--- src/rtl/discrete_pkg.sv ---
// Shared Q14 fixed-point types, limits and arbiter state encoding for the
// discrete-audio blocks (filters, VCO scaling, mixers).
package discrete_pkg;

  localparam int Q_SHIFT      = 14;
  localparam int V_FULL_SCALE = 12;

  typedef logic signed [15:0] q14_t;

  localparam q14_t SAT_MAX = 16'sh7FFF;
  localparam q14_t SAT_MIN = 16'sh8000;

  typedef enum logic [1:0] {
    WAIT_FRAME = 2'd0,
    ARBITRATE  = 2'd1,
    DRAIN      = 2'd2
  } arb_state_t;

  // Arithmetic shift of a full 32-bit product, then clamp into the Q14 range.
  function automatic q14_t sat_shift(input logic signed [31:0] prod, input int shift);
    logic signed [31:0] sh;
    sh = prod >>> shift;
    if (sh > 32'sd32767) begin
      return SAT_MAX;
    end else if (sh < -32'sd32768) begin
      return SAT_MIN;
    end else begin
      return sh[15:0];
    end
  endfunction

endpackage

--- src/rtl/discrete_mul_arbiter_if.sv ---
// Request/operand/result bundle between the audio stages and the shared multiplier.
interface discrete_mul_arbiter_if #(parameter int NUM_REQ = 4);
  import discrete_pkg::*;

  logic                   audio_clk_en;
  logic [NUM_REQ-1:0]     req;
  logic [NUM_REQ*16-1:0]  a_in;
  logic [NUM_REQ*16-1:0]  b_in;
  logic [NUM_REQ-1:0]     gnt;
  q14_t                   result;
  logic [NUM_REQ-1:0]     result_valid;
  logic                   frame_done;
  logic                   overrun;

  modport master (
    output audio_clk_en, req, a_in, b_in,
    input  gnt, result, result_valid, frame_done, overrun
  );

  modport slave (
    input  audio_clk_en, req, a_in, b_in,
    output gnt, result, result_valid, frame_done, overrun
  );

endinterface

--- src/rtl/q14_sat_mul.sv ---
// Two-stage signed Q14 multiplier: stage 1 registers operands and an owner tag,
// stage 2 forms the product, shifts it back to Q14 and saturates.
module q14_sat_mul
  import discrete_pkg::*;
#(
  parameter int SHIFT = Q_SHIFT,
  parameter int TAG_W = 4
) (
  input  logic             clk,
  input  logic             rst,
  input  logic             in_valid,
  input  q14_t             a,
  input  q14_t             b,
  input  logic [TAG_W-1:0] in_tag,
  output logic             busy,
  output logic [TAG_W-1:0] out_tag,
  output q14_t             result
);

  q14_t               a_q;
  q14_t               b_q;
  logic [TAG_W-1:0]   tag_q;
  logic               v_q;
  logic signed [31:0] prod;

  assign prod = a_q * b_q;
  assign busy = v_q;

  // Stage 1: capture operands and owner tag of the granted stage
  always_ff @(posedge clk or posedge rst) begin
    if (rst) begin
      v_q   <= 1'b0;
      a_q   <= 16'sd0;
      b_q   <= 16'sd0;
      tag_q <= {TAG_W{1'b0}};
    end else begin
      v_q   <= in_valid;
      tag_q <= in_valid ? in_tag : {TAG_W{1'b0}};
      if (in_valid) begin
        a_q <= a;
        b_q <= b;
      end
    end
  end

  // Stage 2: product, shift and saturate; result keeps its value between outputs
  always_ff @(posedge clk or posedge rst) begin
    if (rst) begin
      out_tag <= {TAG_W{1'b0}};
      result  <= 16'sd0;
    end else begin
      out_tag <= v_q ? tag_q : {TAG_W{1'b0}};
      if (v_q) begin
        result <= sat_shift(prod, SHIFT);
      end
    end
  end

endmodule

--- src/rtl/discrete_mul_arbiter.sv ---
// Round-robin arbiter that time-shares one Q14 multiplier among the audio stages,
// granting each stage at most one multiply per audio frame.
module discrete_mul_arbiter
  import discrete_pkg::*;
#(
  parameter int NUM_REQ    = 4,
  parameter int SHIFT      = Q_SHIFT,
  parameter int PIPE_DEPTH = 2
) (
  input logic                    clk,
  input logic                    I_RST,
  discrete_mul_arbiter_if.slave  bus
);

  localparam int IDX_W = (NUM_REQ > 1) ? $clog2(NUM_REQ) : 1;

  arb_state_t            state;
  arb_state_t            state_n;
  logic [NUM_REQ-1:0]    served;
  logic [NUM_REQ-1:0]    served_eff;
  logic [NUM_REQ-1:0]    elig;
  logic [NUM_REQ-1:0]    gnt_q;
  logic [NUM_REQ-1:0]    pick_oh;
  logic [IDX_W-1:0]      ptr;
  logic [IDX_W-1:0]      pick;
  logic [IDX_W-1:0]      gnt_idx;
  logic                  do_grant;
  logic                  set_overrun;
  logic                  frame_done_n;
  logic                  frame_done_q;
  logic                  overrun_q;
  logic                  mul_busy;
  logic [PIPE_DEPTH-1:0] inflight;
  q14_t                  a_sel;
  q14_t                  b_sel;

  // First eligible index at or after the start position, wrapping around.
  function automatic logic [IDX_W-1:0] rr_pick(input logic [NUM_REQ-1:0] cand,
                                               input logic [IDX_W-1:0] start);
    logic [IDX_W-1:0] sel;
    logic             found;
    int               idx;
    sel   = start;
    found = 1'b0;
    for (int k = 0; k < NUM_REQ; k++) begin
      idx = (int'(start) + k) % NUM_REQ;
      if (!found && cand[idx]) begin
        found = 1'b1;
        sel   = IDX_W'(idx);
      end
    end
    return sel;
  endfunction

  // A strobe starts a fresh frame, so the served mask is ignored in that cycle.
  assign served_eff = bus.audio_clk_en ? {NUM_REQ{1'b0}} : served;
  assign elig       = bus.req & ~served_eff;
  assign pick       = rr_pick(elig, ptr);
  assign pick_oh    = {{(NUM_REQ-1){1'b0}}, 1'b1} << pick;
  assign inflight   = {mul_busy, |gnt_q};

  assign a_sel = bus.a_in[{gnt_idx, 4'b0000} +: 16];
  assign b_sel = bus.b_in[{gnt_idx, 4'b0000} +: 16];

  // FSM state register
  always_ff @(posedge clk or posedge I_RST) begin
    if (I_RST) begin
      state <= WAIT_FRAME;
    end else begin
      state <= state_n;
    end
  end

  // Next state, grant decision, overrun detection and frame completion
  always_comb begin
    state_n      = state;
    do_grant     = 1'b0;
    set_overrun  = 1'b0;
    frame_done_n = 1'b0;
    case (state)
      WAIT_FRAME: begin
        if (bus.audio_clk_en) begin
          state_n  = ARBITRATE;
          do_grant = |elig;
        end else begin
          state_n = WAIT_FRAME;
        end
      end
      ARBITRATE: begin
        if (bus.audio_clk_en) begin
          set_overrun = |(bus.req & ~served);
          do_grant    = |elig;
          state_n     = ARBITRATE;
        end else if (|elig) begin
          do_grant = 1'b1;
          state_n  = ARBITRATE;
        end else begin
          state_n = DRAIN;
        end
      end
      DRAIN: begin
        if (bus.audio_clk_en) begin
          set_overrun = |(bus.req & ~served);
          do_grant    = |elig;
          state_n     = ARBITRATE;
        end else if (|elig) begin
          do_grant = 1'b1;
          state_n  = ARBITRATE;
        end else if (inflight == {PIPE_DEPTH{1'b0}}) begin
          frame_done_n = 1'b1;
          state_n      = WAIT_FRAME;
        end else begin
          state_n = DRAIN;
        end
      end
      default: begin
        state_n = WAIT_FRAME;
      end
    endcase
  end

  // Grant pulse, served mask, round-robin pointer and status flags
  always_ff @(posedge clk or posedge I_RST) begin
    if (I_RST) begin
      gnt_q        <= {NUM_REQ{1'b0}};
      gnt_idx      <= {IDX_W{1'b0}};
      served       <= {NUM_REQ{1'b0}};
      ptr          <= {IDX_W{1'b0}};
      frame_done_q <= 1'b0;
      overrun_q    <= 1'b0;
    end else begin
      gnt_q        <= do_grant ? pick_oh : {NUM_REQ{1'b0}};
      served       <= served_eff | (do_grant ? pick_oh : {NUM_REQ{1'b0}});
      frame_done_q <= frame_done_n;
      if (do_grant) begin
        gnt_idx <= pick;
        ptr     <= (pick == IDX_W'(NUM_REQ - 1)) ? {IDX_W{1'b0}} : pick + IDX_W'(1);
      end
      if (set_overrun) begin
        overrun_q <= 1'b1;
      end
    end
  end

  q14_sat_mul #(
    .SHIFT (SHIFT),
    .TAG_W (NUM_REQ)
  ) u_mul (
    .clk      (clk),
    .rst      (I_RST),
    .in_valid (|gnt_q),
    .a        (a_sel),
    .b        (b_sel),
    .in_tag   (gnt_q),
    .busy     (mul_busy),
    .out_tag  (bus.result_valid),
    .result   (bus.result)
  );

  assign bus.gnt        = gnt_q;
  assign bus.frame_done = frame_done_q;
  assign bus.overrun    = overrun_q;

endmodule
--- src/flat_wrapper.sv ---
// flat-port wrapper written by rule: the top's interface ports become plain ports
module discrete_mul_arbiter_flat import discrete_pkg::*;
#(
  parameter int NUM_REQ    = 4,
  parameter int SHIFT      = Q_SHIFT,
  parameter int PIPE_DEPTH = 2
)
  (clk, I_RST, bus_audio_clk_en, bus_req, bus_a_in, bus_b_in, bus_gnt, bus_result, bus_result_valid, bus_frame_done, bus_overrun);
  discrete_mul_arbiter_if #(.NUM_REQ(NUM_REQ)) bus_i ();
  input logic clk;
  input logic I_RST;
  input wire logic [$bits(bus_i.audio_clk_en)-1:0] bus_audio_clk_en;
  input wire logic [$bits(bus_i.req)-1:0] bus_req;
  input wire logic [$bits(bus_i.a_in)-1:0] bus_a_in;
  input wire logic [$bits(bus_i.b_in)-1:0] bus_b_in;
  output wire logic [$bits(bus_i.gnt)-1:0] bus_gnt;
  output wire logic [$bits(bus_i.result)-1:0] bus_result;
  output wire logic [$bits(bus_i.result_valid)-1:0] bus_result_valid;
  output wire logic [$bits(bus_i.frame_done)-1:0] bus_frame_done;
  output wire logic [$bits(bus_i.overrun)-1:0] bus_overrun;
  assign bus_i.audio_clk_en = bus_audio_clk_en;
  assign bus_i.req = bus_req;
  assign bus_i.a_in = bus_a_in;
  assign bus_i.b_in = bus_b_in;
  assign bus_gnt = bus_i.gnt;
  assign bus_result = bus_i.result;
  assign bus_result_valid = bus_i.result_valid;
  assign bus_frame_done = bus_i.frame_done;
  assign bus_overrun = bus_i.overrun;
  discrete_mul_arbiter #(.NUM_REQ(NUM_REQ), .SHIFT(SHIFT), .PIPE_DEPTH(PIPE_DEPTH)) u_core (.clk(clk), .I_RST(I_RST), .bus(bus_i));
endmodule
--- config.mk ---
export PLATFORM = sky130hd
export DESIGN_NAME = discrete_mul_arbiter_flat
export DESIGN_NICKNAME = d
export VERILOG_FILES = /design/src/rtl/discrete_pkg.sv /design/src/rtl/discrete_mul_arbiter_if.sv /design/src/rtl/q14_sat_mul.sv /design/src/rtl/discrete_mul_arbiter.sv /design/src/flat_wrapper.sv
export SDC_FILE = /design/constraint.sdc
export NUM_CORES = 1
export LEC_CHECK = 0
export ABC_AREA = 0
export CORE_MARGIN = 2
export CORE_UTILIZATION = 36
export CTS_CLUSTER_DIAMETER = 40
export CTS_CLUSTER_SIZE = 25
export DETAILED_ROUTE_END_ITERATION = 6
export HOLD_SLACK_MARGIN = 0.02
export SLEW_MARGIN = 15
export SYNTH_ARGS = -nofsm -noshare
export SYNTH_HDL_FRONTEND = slang
export SYNTH_HIERARCHICAL = 1
export SYNTH_SLANG_ARGS = --single-unit
--- constraint.sdc ---
create_clock -name clk -period 17.25 [get_ports clk]
set_input_delay 3.45 -clock clk [delete_from_list [all_inputs] [get_ports clk]]
set_output_delay 3.45 -clock clk [all_outputs]
set_load 0.02 [all_outputs]
==> results.toml <==
[worst_setup_path]
reg2reg_from = "u_core/u_mul/a_q[15]"
crit_path_start_kind = "register"
critPathArrivalTime_ns = 7.47
cp_max_fo = 17
critical_path_class = "register to register"
end_kind = "register"
crit_start = "u_core/u_mul/a_q[15]"
reg2reg_slack_ns = 10.01
required_ns = 17.48

[die]
fp.dieH_um = 199
die_x_um = 199
initial_core_util_pct = 36.4
rows = 71
die_area_um2 = 39500
io-pin-count = 161
design.core.area_um2 = 37500

[sta]
worst_pin_slew_ns = 0.961
fin_crit_sh_pct = 42.0
skew_ns = 0.00790
rsz0062_at_grt = "no"
slew_headroom_pct = 36.0
fmaxAchievable_mhz = 138
setup_viol = 0
tns_ns = 0
hold_viol = 0
maxSlewViolCount = 0
fin_crit_ns = 7.24

[cells_and_area]
nets = 1963
layout-drive-gt1-share_pct = 8.08
synthToLayoutAreaGrowth_pct = 17.4
stdcell_area_um2 = 16000

[clock_network]
clockBufferDepth = 2
postCtsHoldBufs = 0
cts_resized = 0
cts.htree.levels = 3
cts-root-buf = "clkbuf_16"
cts_tree = "done"
cts.clk_slew.worst_paths_ns = 0.07
clock_sinks = 73
cts_setup_buffers = 0
cts_made_buffers = 9
clock_latency_ns = 0.35

[drt]
drt_drc_violations_left = 0
firstDrtPassIters = 5
routed_wl_mm = 36.5
drtIter0Drc = 474
viasPerCell = 4.93
ant_nets = 0
vias = 9837
post_drt_wl_per_cell_um = 18.3

[hold_path]
min_from = "u_core/u_mul/tag_q[1]"
hp-class = "register to register"

[grt]
grt_pass1_vias = 10900
grt_pass1_wl_mm = 60.3
use_met1_pct = 27.9
grt_usage_pct = 19.9
antenna_found_initial = 1
overflow = 0
met2_usage_pct = 32.5
grtUsageMet3_pct = 2.80
busiest_layer = "met2"
grt_max_degree = 58

[synth]
synth-main-ff-cell = "dfrtp_1"
ys_ff_latch = 73
synth_top_area_share_pct = 38.3
syn_avg_cell_area_um2 = 10.1
async_reset_ff_share_pct = 100
synthCells = 1359
synth_commonest_cells = "inv_1, fa_1, nand2_1"
netlist_area_um2 = 13700
synth_area_leaders = "fa_1, dfrtp_1, inv_1"
syn_nets = 1842
synth_cell_types = 72
yosysWarnings = 6
yosysMostFrequentCell = "inv_1"
synth_top_cell_by_area = "fa_1"
yosysSeqAreaShare_pct = 13.4
synth_edf_count = 0

[place]
place_area_um2 = 15700
gp_congestion = 0.855
portBuffers = 160
hpwlAfterDp_mm = 29.6

[job]
max_cap_viol_count = 0

[run_status]
status = "complete, no violations"
## worst max-delay path: stages, from the launching register on
cell and delay (ns):
dfrtp_1 0.67, nand2_1 0.18, inv_1 0.15, fa_1 0.54
fa_1 0.91, inv_1 0.17, fa_1 0.62, inv_1 0.07
fa_1 0.47, inv_1 0.05, fa_1 0.47, inv_1 0.05
fa_1 0.43, ha_1 0.46, nand3_1 0.14, nor2_1 0.13
nand2_1 0.06, o31ai_1 0.34, o211ai_1 0.15, o221a_2 0.18
a311o_1 0.50, a221o_1 0.35
## metal layers
layer  vias to the layer above  wire, µm
met1                      5121     16800
met3                        50      1430
met5                         -         0
met2                       206     17400
li1                       4460         -
met4                         0       913
## per-stage QoR
| step | util (%) | worst slack [ns] | cells | hold WS (ns) |
|---|---|---|---|---|
| global route | 42.8 | 9.43 | 1997 | 0.480 |
| floorplan | - | 10.59 | 1359 | 0.434 |
| finish | 42.8 | 10.01 | 1997 | 0.452 |
| CTS | 42.8 | 9.98 | 1996 | 0.455 |
| detailed placement | 41.9 | 10.02 | 1980 | 0.440 |
| global placement | 41.9 | 10.13 | 1980 | 0.437 |
## cell type report
| class | instances | area [µm²] |
|---|---|---|
| antenna | 1 | 2.50 |
| clock buffer | 10 | 239 |
| clock inverter | 6 | 97.6 |
| fill | 3699 | 21400 |
| inverter | 306 | 1150 |
| multi-input combinational | 922 | 10400 |
| sequential | 73 | 1830 |
| tap | 511 | 639 |
| timing repair buffer | 168 | 1660 |
## kinds of logic (layout without fill, tap and decap cells)
group	after synthesis	after routing	share of synthesized area, %
AOI/OAI and AO/OA	117	117	6.57
xor gates and xnor gates	23	23	1.47
adders and majority gates	348	348	46.2
buffers and inverters	364	490	10.3
DFF	73	73	13.4
muxes	67	67	8.21
other	0	1	0
and+or+nand+nor	367	367	13.8
## path summary, 6_finish.rpt
kind,endpoint,cells past startpoint
setup / recovery,u_core/u_mul/result[12],21
hold / removal,u_core/u_mul/out_tag[1],1
setup reg to reg,u_core/u_mul/result[12],21
hold reg to reg,u_core/u_mul/out_tag[1],1
max in group asynchronous,u_core/u_mul/b_q[14],3
min in group asynchronous,u_core/ptr[0],2
## flip-flops by register name, summed over array words and instances (netlist names)
register / cells
u_core/u_mul/out_tag: 4
u_core/bus.frame_done: 1
u_core/gnt_idx: 2
u_core/u_mul/b_q: 16
u_core/state: 2
u_core/u_mul/result: 16
u_core/bus.gnt: 4
u_core/ptr: 2
u_core/u_mul/busy: 1
u_core/u_mul/a_q: 16
u_core/bus.overrun: 1
u_core/u_mul/tag_q: 4
u_core/served: 4
## layout by cell type (no fill, tap or decap), drive strengths merged, types with 4 or more instances in the layout
cell	instances
nand2b	9
clkdlybuf4s50	160
nand4	6
and2	138
nor2	28
buf	8
dfrtp	73
xor2	7
nand2	145
xnor2	16
a311o	4
a21boi	4
o211ai	4
nor2b	4
nand3	18
ha	87
a211oi	9
o2bb2ai	5
o21ai	21
mux4	32
nor3	5
clkbuf	10
mux2	34
a221o	8
inv	307
fa	261
a21oi	27
Power is not shown: default switching activity piles up to over one toggle a cycle in this logic, so the estimate is an artifact.
